**config.mk**
```make
export PLATFORM = sky130hd
export DESIGN_NAME = mdp3_feed_arbiter
export DESIGN_NICKNAME = d
export VERILOG_FILES = /design/src/rtl/mdp3_feed_arbiter.sv
export SDC_FILE = /design/constraint.sdc
export NUM_CORES = 1
export LEC_CHECK = 0
export CAP_MARGIN = 20
export CORE_MARGIN = 8
export CORE_UTILIZATION = 42
export CTS_CLUSTER_DIAMETER = 60
export CTS_CLUSTER_SIZE = 25
export DETAILED_ROUTE_END_ITERATION = 16
export PLACE_DENSITY_LB_ADDON = 0.05
export SYNTH_ARGS = -nofsm -noshare
export SYNTH_HDL_FRONTEND = slang
export SYNTH_SLANG_ARGS = --single-unit
```
**constraint.sdc**
```tcl
create_clock -name clk -period 11 [get_ports clk]
set_input_delay 1.1 -clock clk [delete_from_list [all_inputs] [get_ports clk]]
set_output_delay 1.1 -clock clk [all_outputs]
set_load 0.01 [all_outputs]
```
**src/rtl/mdp3_feed_arbiter.sv**
```systemverilog
// Message-granular arbiter between redundant CME MDP3 feeds A and B.
// Forwards each sequence number once, in order; drops duplicates and counts gaps.
module mdp3_feed_arbiter #(
  parameter int DATA_W = 64,
  parameter int SEQ_W  = 32,
  parameter int CNT_W  = 16
) (
  input  logic              clk,
  input  logic              reset,
  input  logic              a_valid,
  input  logic [DATA_W-1:0] a_data,
  input  logic              a_first,
  input  logic              a_last,
  input  logic [SEQ_W-1:0]  a_seq,
  output logic              a_ready,
  input  logic              b_valid,
  input  logic [DATA_W-1:0] b_data,
  input  logic              b_first,
  input  logic              b_last,
  input  logic [SEQ_W-1:0]  b_seq,
  output logic              b_ready,
  output logic              out_valid,
  output logic [DATA_W-1:0] out_data,
  output logic              out_first,
  output logic              out_last,
  input  logic              out_ready,
  output logic [SEQ_W-1:0]  expected_seq,
  output logic              synced,
  output logic              gap_pulse,
  output logic [CNT_W-1:0]  gap_count,
  output logic [CNT_W-1:0]  dup_count
);

  typedef enum logic [1:0] {IDLE, FWD, DROP} state_t;

  localparam logic [CNT_W-1:0] CNT_MAX = {CNT_W{1'b1}};

  state_t             state_q, state_d;
  logic               grant_q, grant_d;   // 0 = feed A, 1 = feed B
  logic               rr_q, rr_d;
  logic [SEQ_W-1:0]   msg_seq_q, msg_seq_d;
  logic [SEQ_W-1:0]   expected_seq_q, expected_seq_d;
  logic               synced_q, synced_d;
  logic               gap_pulse_q, gap_pulse_d;
  logic [CNT_W-1:0]   gap_count_q, gap_count_d;
  logic [CNT_W-1:0]   dup_count_q, dup_count_d;

  logic               a_cand, b_cand, pick_b;
  logic [SEQ_W-1:0]   cand_seq, diff;
  logic               g_valid, g_first, g_last;
  logic [DATA_W-1:0]  g_data;

  assign a_cand   = a_valid && a_first;
  assign b_cand   = b_valid && b_first;
  assign pick_b   = (a_cand && b_cand) ? rr_q : b_cand;
  assign cand_seq = pick_b ? b_seq : a_seq;
  // Modular distance: MSB set means the candidate is behind (duplicate or replay).
  assign diff     = cand_seq - expected_seq_q;

  assign g_valid  = grant_q ? b_valid : a_valid;
  assign g_data   = grant_q ? b_data  : a_data;
  assign g_first  = grant_q ? b_first : a_first;
  assign g_last   = grant_q ? b_last  : a_last;

  always_ff @(posedge clk or posedge reset) begin
    if (reset) begin
      state_q        <= IDLE;
      grant_q        <= 1'b0;
      rr_q           <= 1'b0;
      msg_seq_q      <= '0;
      expected_seq_q <= '0;
      synced_q       <= 1'b0;
      gap_pulse_q    <= 1'b0;
      gap_count_q    <= '0;
      dup_count_q    <= '0;
    end else begin
      state_q        <= state_d;
      grant_q        <= grant_d;
      rr_q           <= rr_d;
      msg_seq_q      <= msg_seq_d;
      expected_seq_q <= expected_seq_d;
      synced_q       <= synced_d;
      gap_pulse_q    <= gap_pulse_d;
      gap_count_q    <= gap_count_d;
      dup_count_q    <= dup_count_d;
    end
  end

  always_comb begin
    state_d        = state_q;
    grant_d        = grant_q;
    rr_d           = rr_q;
    msg_seq_d      = msg_seq_q;
    expected_seq_d = expected_seq_q;
    synced_d       = synced_q;
    gap_pulse_d    = 1'b0;
    gap_count_d    = gap_count_q;
    dup_count_d    = dup_count_q;
    case (state_q)
      IDLE: begin
        if (a_cand || b_cand) begin
          grant_d   = pick_b;
          rr_d      = !pick_b;
          msg_seq_d = cand_seq;
          if (!synced_q || !diff[SEQ_W-1]) begin
            state_d = FWD;
            if (synced_q && (diff != '0)) begin
              gap_pulse_d = 1'b1;
              if (gap_count_q != CNT_MAX) gap_count_d = gap_count_q + CNT_W'(1);
            end
          end else begin
            state_d = DROP;
            if (dup_count_q != CNT_MAX) dup_count_d = dup_count_q + CNT_W'(1);
          end
        end
      end
      FWD: begin
        if (g_valid && out_ready && g_last) begin
          expected_seq_d = msg_seq_q + SEQ_W'(1);
          synced_d       = 1'b1;
          state_d        = IDLE;
        end
      end
      DROP: begin
        if (g_valid && g_last) state_d = IDLE;
      end
      default: state_d = IDLE;
    endcase
  end

  always_comb begin
    a_ready   = 1'b0;
    b_ready   = 1'b0;
    out_valid = 1'b0;
    out_data  = '0;
    out_first = 1'b0;
    out_last  = 1'b0;
    case (state_q)
      IDLE: begin
        // Mid-message beats with no owner are swallowed to resynchronise framing.
        a_ready = a_valid && !a_first;
        b_ready = b_valid && !b_first;
      end
      FWD: begin
        out_valid = g_valid;
        out_data  = g_data;
        out_first = g_first;
        out_last  = g_last;
        if (grant_q) b_ready = out_ready;
        else         a_ready = out_ready;
      end
      DROP: begin
        if (grant_q) b_ready = 1'b1;
        else         a_ready = 1'b1;
      end
      default: ;
    endcase
    if (reset) begin
      a_ready = 1'b0;
      b_ready = 1'b0;
    end
  end

  assign expected_seq = expected_seq_q;
  assign synced       = synced_q;
  assign gap_pulse    = gap_pulse_q;
  assign gap_count    = gap_count_q;
  assign dup_count    = dup_count_q;

endmodule
```
* Word-level counts from Yosys, hierarchy flattened
Cells that the tools add are included.
Storage, ports and cells: word-level logic and storage cells 71, output and inout port bits 135, input bits 201, flip-flop bits (word level) 102
Cells by class: reductions and logical operators 23, bitwise gates (word level) 1, muxes and demuxes 27, $add $sub $neg 4, equality and inequality tests 7
Operators with widths (count):
- $mux 64 | 2
- $add 16x1->16 const B | 2
- $add 32x1->32 const B | 1
- $mux 32 | 1
- $ne 16x16->1 const B | 2
- $reduce_bool 32->1 | 1
- $sub 32x32->32 | 1
- $mux 1 | 17
- $logic_and 1x1->1 | 9
- $mux 2 | 4
- $ne 2x2->1 const B | 3
- $pmux 1 s3 | 2
- $pmux 2 s3 | 1
- $logic_not 1->1 | 5
- $reduce_and 5->1 | 1
- $reduce_and 2->1 | 2
- $reduce_and 4->1 | 1
- $reduce_and 3->1 | 1
- $eq 2x1->1 const B | 1
- $eq 2x2->1 const B | 1
- $logic_not 2->1 | 1
- $logic_or 1x1->1 | 2
- $not 1->1 | 1

* Depth between registers and ports, before layout
depth in word-level cells 11, mapped depth 19, gate-level depth less buffers 17

* Least setup slack after synthesis
No wires, ideal clock.
path kind in2reg, start input a_first, end register gap_count_q[12] (netlist: gap_count[12]), arrival time 5.079 ns, path buffers 1, library setup time 0.128 ns, data required time 10.872 ns, cell stages on the path 18, path slack 5.794 ns, cell sequence nand2_1 -> nor2_1 -> nor2_1 -> clkbuf_1 -> mux2i_1 -> ha_1 -> inv_1 -> fa_1 -> a21o_1 -> a221oi_4 -> o211a_4 -> xor2_1 -> o2111ai_1 -> nor4b_2 -> nand4_1 -> nor4_4 -> nor3_1 -> mux2_1
Between the ends: word-level cells in the longest chain between the ends 8, elaborated cells on any way between the ends 11, those cells by class 1 x add/sub; 2 x mux; 8 x reduce/logical
Ends and longest elaborated chain:
- start: declaration | line 12 | input logic a_first,
- $logic_and 1x1->1 (*) | line 53 | assign a_cand = a_valid && a_first;
- $logic_and 1x1->1 | line 55 | assign pick_b = (a_cand && b_cand) ? rr_q : b_cand;
- $mux 1 | line 55
- $mux 32 | line 56 | assign cand_seq = pick_b ? b_seq : a_seq;
- $sub 32x32->32 | line 58 | assign diff = cand_seq - expected_seq_q;
- $reduce_bool 32->1 / $logic_not 1->1 (equally long branches) | line 107, 105
- $logic_and 1x1->1 / $logic_or 1x1->1 (equally long branches) | line 107, 105
- $reduce_and 5->1 (no line) (*)
- end signal: assignment | line 84 | gap_count_q <= gap_count_d;
- end: declaration | line 45 | logic [CNT_W-1:0] gap_count_q, gap_count_d;
Mark *: on every way between the ends. The rest lies on a longest branch, timed or not. A chain may end at the register's enable or synchronous reset.

* Worst setup path in the final report
start input b_first, end register gap_count_q[12] (netlist: gap_count[12])
Between the ends: word-level cells in the longest chain between the ends 8, elaborated cells on any way between the ends 11, those cells by class 1 x add/sub; 2 x mux; 8 x reduce/logical
Ends and longest elaborated chain:
- start: declaration | line 18 | input logic b_first,
- $logic_and 1x1->1 (*) | line 54 | assign b_cand = b_valid && b_first;
- $logic_and 1x1->1 | line 55
- $mux 1 | line 55
- $mux 32 | line 56
- $sub 32x32->32 | line 58
- $reduce_bool 32->1 / $logic_not 1->1 (equally long branches) | line 107, 105
- $logic_and 1x1->1 / $logic_or 1x1->1 (equally long branches) | line 107, 105
- $reduce_and 5->1 (no line) (*)
Marks and branches as above.

==> flow_summary_export.csv <==
group,metric,value,unit
hold_path,hold_depth,1,
cts,path_clk_slew,0.08,ns
timing,tns,0,ns
synthesis,yosysWarnings,0,
setup_path,worstPathRequired,11.25,ns
routing,routed_wl,28.8,mm
routing,drtIter0Drc,529,
setup_path,rr_startpoint,"rr_q$_DFFE_PP0P_",
run,max_cap_viol_count,0,
power,ir_worst_vdd,0.122,mV
setup_path,startpoint_type,"input pin",
routing,ant_nets,0,
floorplanning,rows,51,
final_layout,drive_gt1_share,8.51,%
final_layout,n_antenna_cell,0,
setup_path,max_stage_delay,0.86,ns
timing,clock_skew,0.0124,ns
grt,gr-total-overflow,0,
cts,cts_hold_buffers,0,
grt,grt_pass1_vias,7902,
grt,grt_pass1_wl,45.1,mm
timing,finalCritPeriodShare,54.6,%
setup_path,reg2reg_slack,6.02,ns
synthesis,async_flop_share,100,%
cts,clockBufferDepth,2,
setup_path,crit_type,"in -> reg",
place,hpwlAfterDp,23.3,mm
setup_path,crit_cells,18,
power,power_frac_seq,23.5,%
power,switching_power,1300,uW
setup_path,path_buf_inv,3,
cts,htree_levels,3,
power,p_leak,0.00492,uW
timing,hold_violations,0,
synthesis,postSynthCellCount,935,
hold_path,min_from,"dup_count[14]$_DFFE_PP0P_",
setup_path,r2r-end,"gap_count[12]$_DFFE_PP0P_",
timing,slew-limit-headroom,30.1,%
timing,maxSlewViolCount,0,
synthesis,yosysSeqAreaShare,31.5,%
place,port-buffer-count,335,
hold_path,hold_path.class,"reg -> reg",
cts,cts_made_buffers,9,
setup_path,cp-end-kind,"flip-flop",
routing,avgViaCountPerCell,5.26,
routing,firstDrtPassIters,6,
cts,cts_tree,"done",
power,pwr-share-comb,64.7,%
cts,postCtsSetupBuffers,0,
floorplanning,die_h,155,um
power,p_sw_share,44.5,%
floorplanning,die_area,24000,um2
synthesis,mappedNetlistNets,1171,
setup_path,slowest_stage,"nor4_4",
setup_path,worstPathArrival,6.25,ns
synthesis,yosysUniqueCellTypes,64,
cts,post_cts_resized,0,
cts,cts_sinks,102,
final_layout,fillers,1685,
final_layout,syn_to_final_growth,48.0,%
timing,finalSetupViolCount,0,
grt,grt_max_degree,68,
timing,fmax,167,MHz
synthesis,synth_edf_count,0,
place,gp_congestion,0.957,
routing,post_drt_wl_per_cell,19.1,um
setup_path,critical_path.cell_chain,"clkdlybuf4s50_1, nand2_1, nor2_4, buf_4, mux2i_1, ha_1, inv_1, fa_1, a21o_1, a221oi_4, o211a_4, o21ai_1, xor2_1, nor4_1, nand4_1, nor4_4, nor3_1, mux2_1",
place,dpl_cell_area,11700,um2
setup_path,crit_fanout,34,
floorplanning,die_x,155,um
routing,drc,0,
cts,root_buffer,"clkbuf_16",
power,pwr_density_cell,244,nW/um2
synthesis,synth_ff_type,"dfrtp_1",
hold_path,hold_end,"dup_count[14]$_DFFE_PP0P_",
floorplanning,io_pins,336,
cts,clk_latency,0.36,ns
final_layout,layout.nets,1476,
grt,grt_antenna_before_repair,0,
grt,grt_usage,23.4,%
synthesis,avgSynthCellArea,8.67,um2
power,p_int,1620,uW
setup_path,r2r.worst_path.cells,17,
synthesis,syn_area,8110,um2
floorplanning,initial_core_util,42.2,%
setup_path,critPathTopFamily,"simple AND/OR/NAND/NOR gates",
routing,via_count,7944,
final_layout,post-route-cell-area,12000,um2
synthesis,synth_seq_cells,102,
timing,worst_slew_pin_slew,1.05,ns
run_status,status,"finished, final reports clean",
floorplanning,core,19200,um2
power,p_clk_share,11.8,%
timing,rsz0062_at_grt,"false",
timing,layout_min_cycle_time,6.01,ns
==> power groups by stage <==
stage	sequential [uW]	clock (uW)	combinational, uW
final	688	345	1890
after global routing	714	367	2070
after CTS	688	352	1900
after detailed placement	692	0	1890
after global placement	688	0	1880
after floorplan	677	0	1150
==> through the flow <==
| step | setup WS (ns) | cells | utilization [%] | power [uW] | hold WS [ns] |
|---|---|---|---|---|---|
| 2_1_floorplan | 5.79 | 935 | - | 1830 | 0.496 |
| 6_report | 4.99 | 1510 | 62.5 | 2930 | 0.493 |
| 4_1_cts | 4.98 | 1510 | 62.5 | 2940 | 0.495 |
| 3_3_place_gp | 4.69 | 1494 | 60.8 | 2570 | 0.477 |
| 3_5_place_dp | 4.59 | 1494 | 60.8 | 2580 | 0.480 |
| 5_1_grt | 4.54 | 1510 | 62.5 | 3150 | 0.518 |
==> cell usage in the layout (no fill, tap or decap), types with 4 or more instances in the layout <==
master and instances:
nor4_1 5, o2111ai_1 4, nand2_1 84, clkdlybuf4s50_1 335
inv_6 4, ha_1 34, o211ai_1 7, a21o_1 11
xnor2_1 30, clkbuf_16 9, or3_1 6, a21oi_1 56
nand3_1 25, buf_4 7, inv_1 43, nor2b_1 5
xor2_1 44, nand4_1 19, o21a_1 9, mux2i_1 73
nor3_1 18, and3_1 19, o21ai_1 4, nor2_1 125
dfrtp_1 101, and4_1 4, mux2_2 62, a211oi_1 8
o21ai_0 30
==> state kept, by name (all words and copies together) (netlist names) <==
| register | cells |
|---|---|
| dup_count | 16 |
| expected_seq | 32 |
| gap_count | 16 |
| gap_pulse | 1 |
| grant_q | 1 |
| msg_seq_q | 32 |
| rr_q | 1 |
| state_q | 2 |
| synced | 1 |
==> final cells by class <==
cell class | instances | area, um2 | area share, %
Timing Repair Buffer | 342 | 3410 | 28.4
Inverter | 44 | 168 | 1.40
Clock buffer | 9 | 225 | 1.88
Multi-Input combinational cell | 741 | 5220 | 43.5
Sequential cell | 102 | 2560 | 21.3
Tap cell | 265 | 332 | 2.76
Clock inverter | 7 | 92.6 | 0.772
==> kinds of logic (layout without fill, tap and decap cells) <==
family,after synthesis,after routing,synth area share (%)
simple gates,333,333,19.2
compound gates,162,162,13.4
mux,137,137,17.9
flops,102,102,31.5
buf+inv,92,402,4.48
xor+xnor,74,74,8.00
fa+ha+maj,35,35,5.50
==> synthesized netlist by cell type (6+ instances only) <==
| cell type | n | area share [%] |
|---|---|---|
| xnor2_1 | 30 | 3.2 |
| a21oi_1 | 56 | 3.5 |
| nand2_1 | 84 | 3.9 |
| a21o_1 | 11 | 1.0 |
| o211ai_1 | 7 | 0.65 |
| nand4_1 | 19 | 1.5 |
| a211oi_1 | 9 | 0.83 |
| or3_1 | 6 | 0.46 |
| o21a_1 | 9 | 0.83 |
| buf_2 | 8 | 0.49 |
| mux2i_1 | 73 | 9.0 |
| ha_1 | 34 | 5.2 |
| xor2_1 | 44 | 4.8 |
| inv_1 | 44 | 2.0 |
| mux2_2 | 62 | 8.6 |
| o21ai_0 | 30 | 1.9 |
| dfrtp_1 | 102 | 31 |
| clkbuf_1 | 36 | 1.7 |
| nand3_1 | 25 | 1.5 |
| nor3_1 | 18 | 1.1 |
| nor2_1 | 127 | 5.9 |
| and3_1 | 19 | 1.5 |
==> worst max path at each step <==
stage | startpoint | end | slack (ns)
finish | b_first | gap_count[12]$_DFFE_PP0P_ | 4.99
global route | b_first | gap_count[12]$_DFFE_PP0P_ | 4.54
CTS | b_first | gap_count[12]$_DFFE_PP0P_ | 4.98
detailed placement | b_first | gap_count[12]$_DFFE_PP0P_ | 4.59
global placement | b_valid | gap_count[1]$_DFFE_PP0P_ | 4.69
floorplan | a_first | gap_count[12]$_DFFE_PP0P_ | 5.79
==> per-layer routing <==
| metal | part of all wire (%) | track usage [%] |
|---|---|---|
| met1 | 45 | 30.8 |
| met2 | 46 | 37.6 |
| met3 | 6.6 | 5.58 |
| met4 | 2.3 | 7.05 |
| met5 | 0 | 0 |
Note: power is estimated with default switching activity, not from simulation.
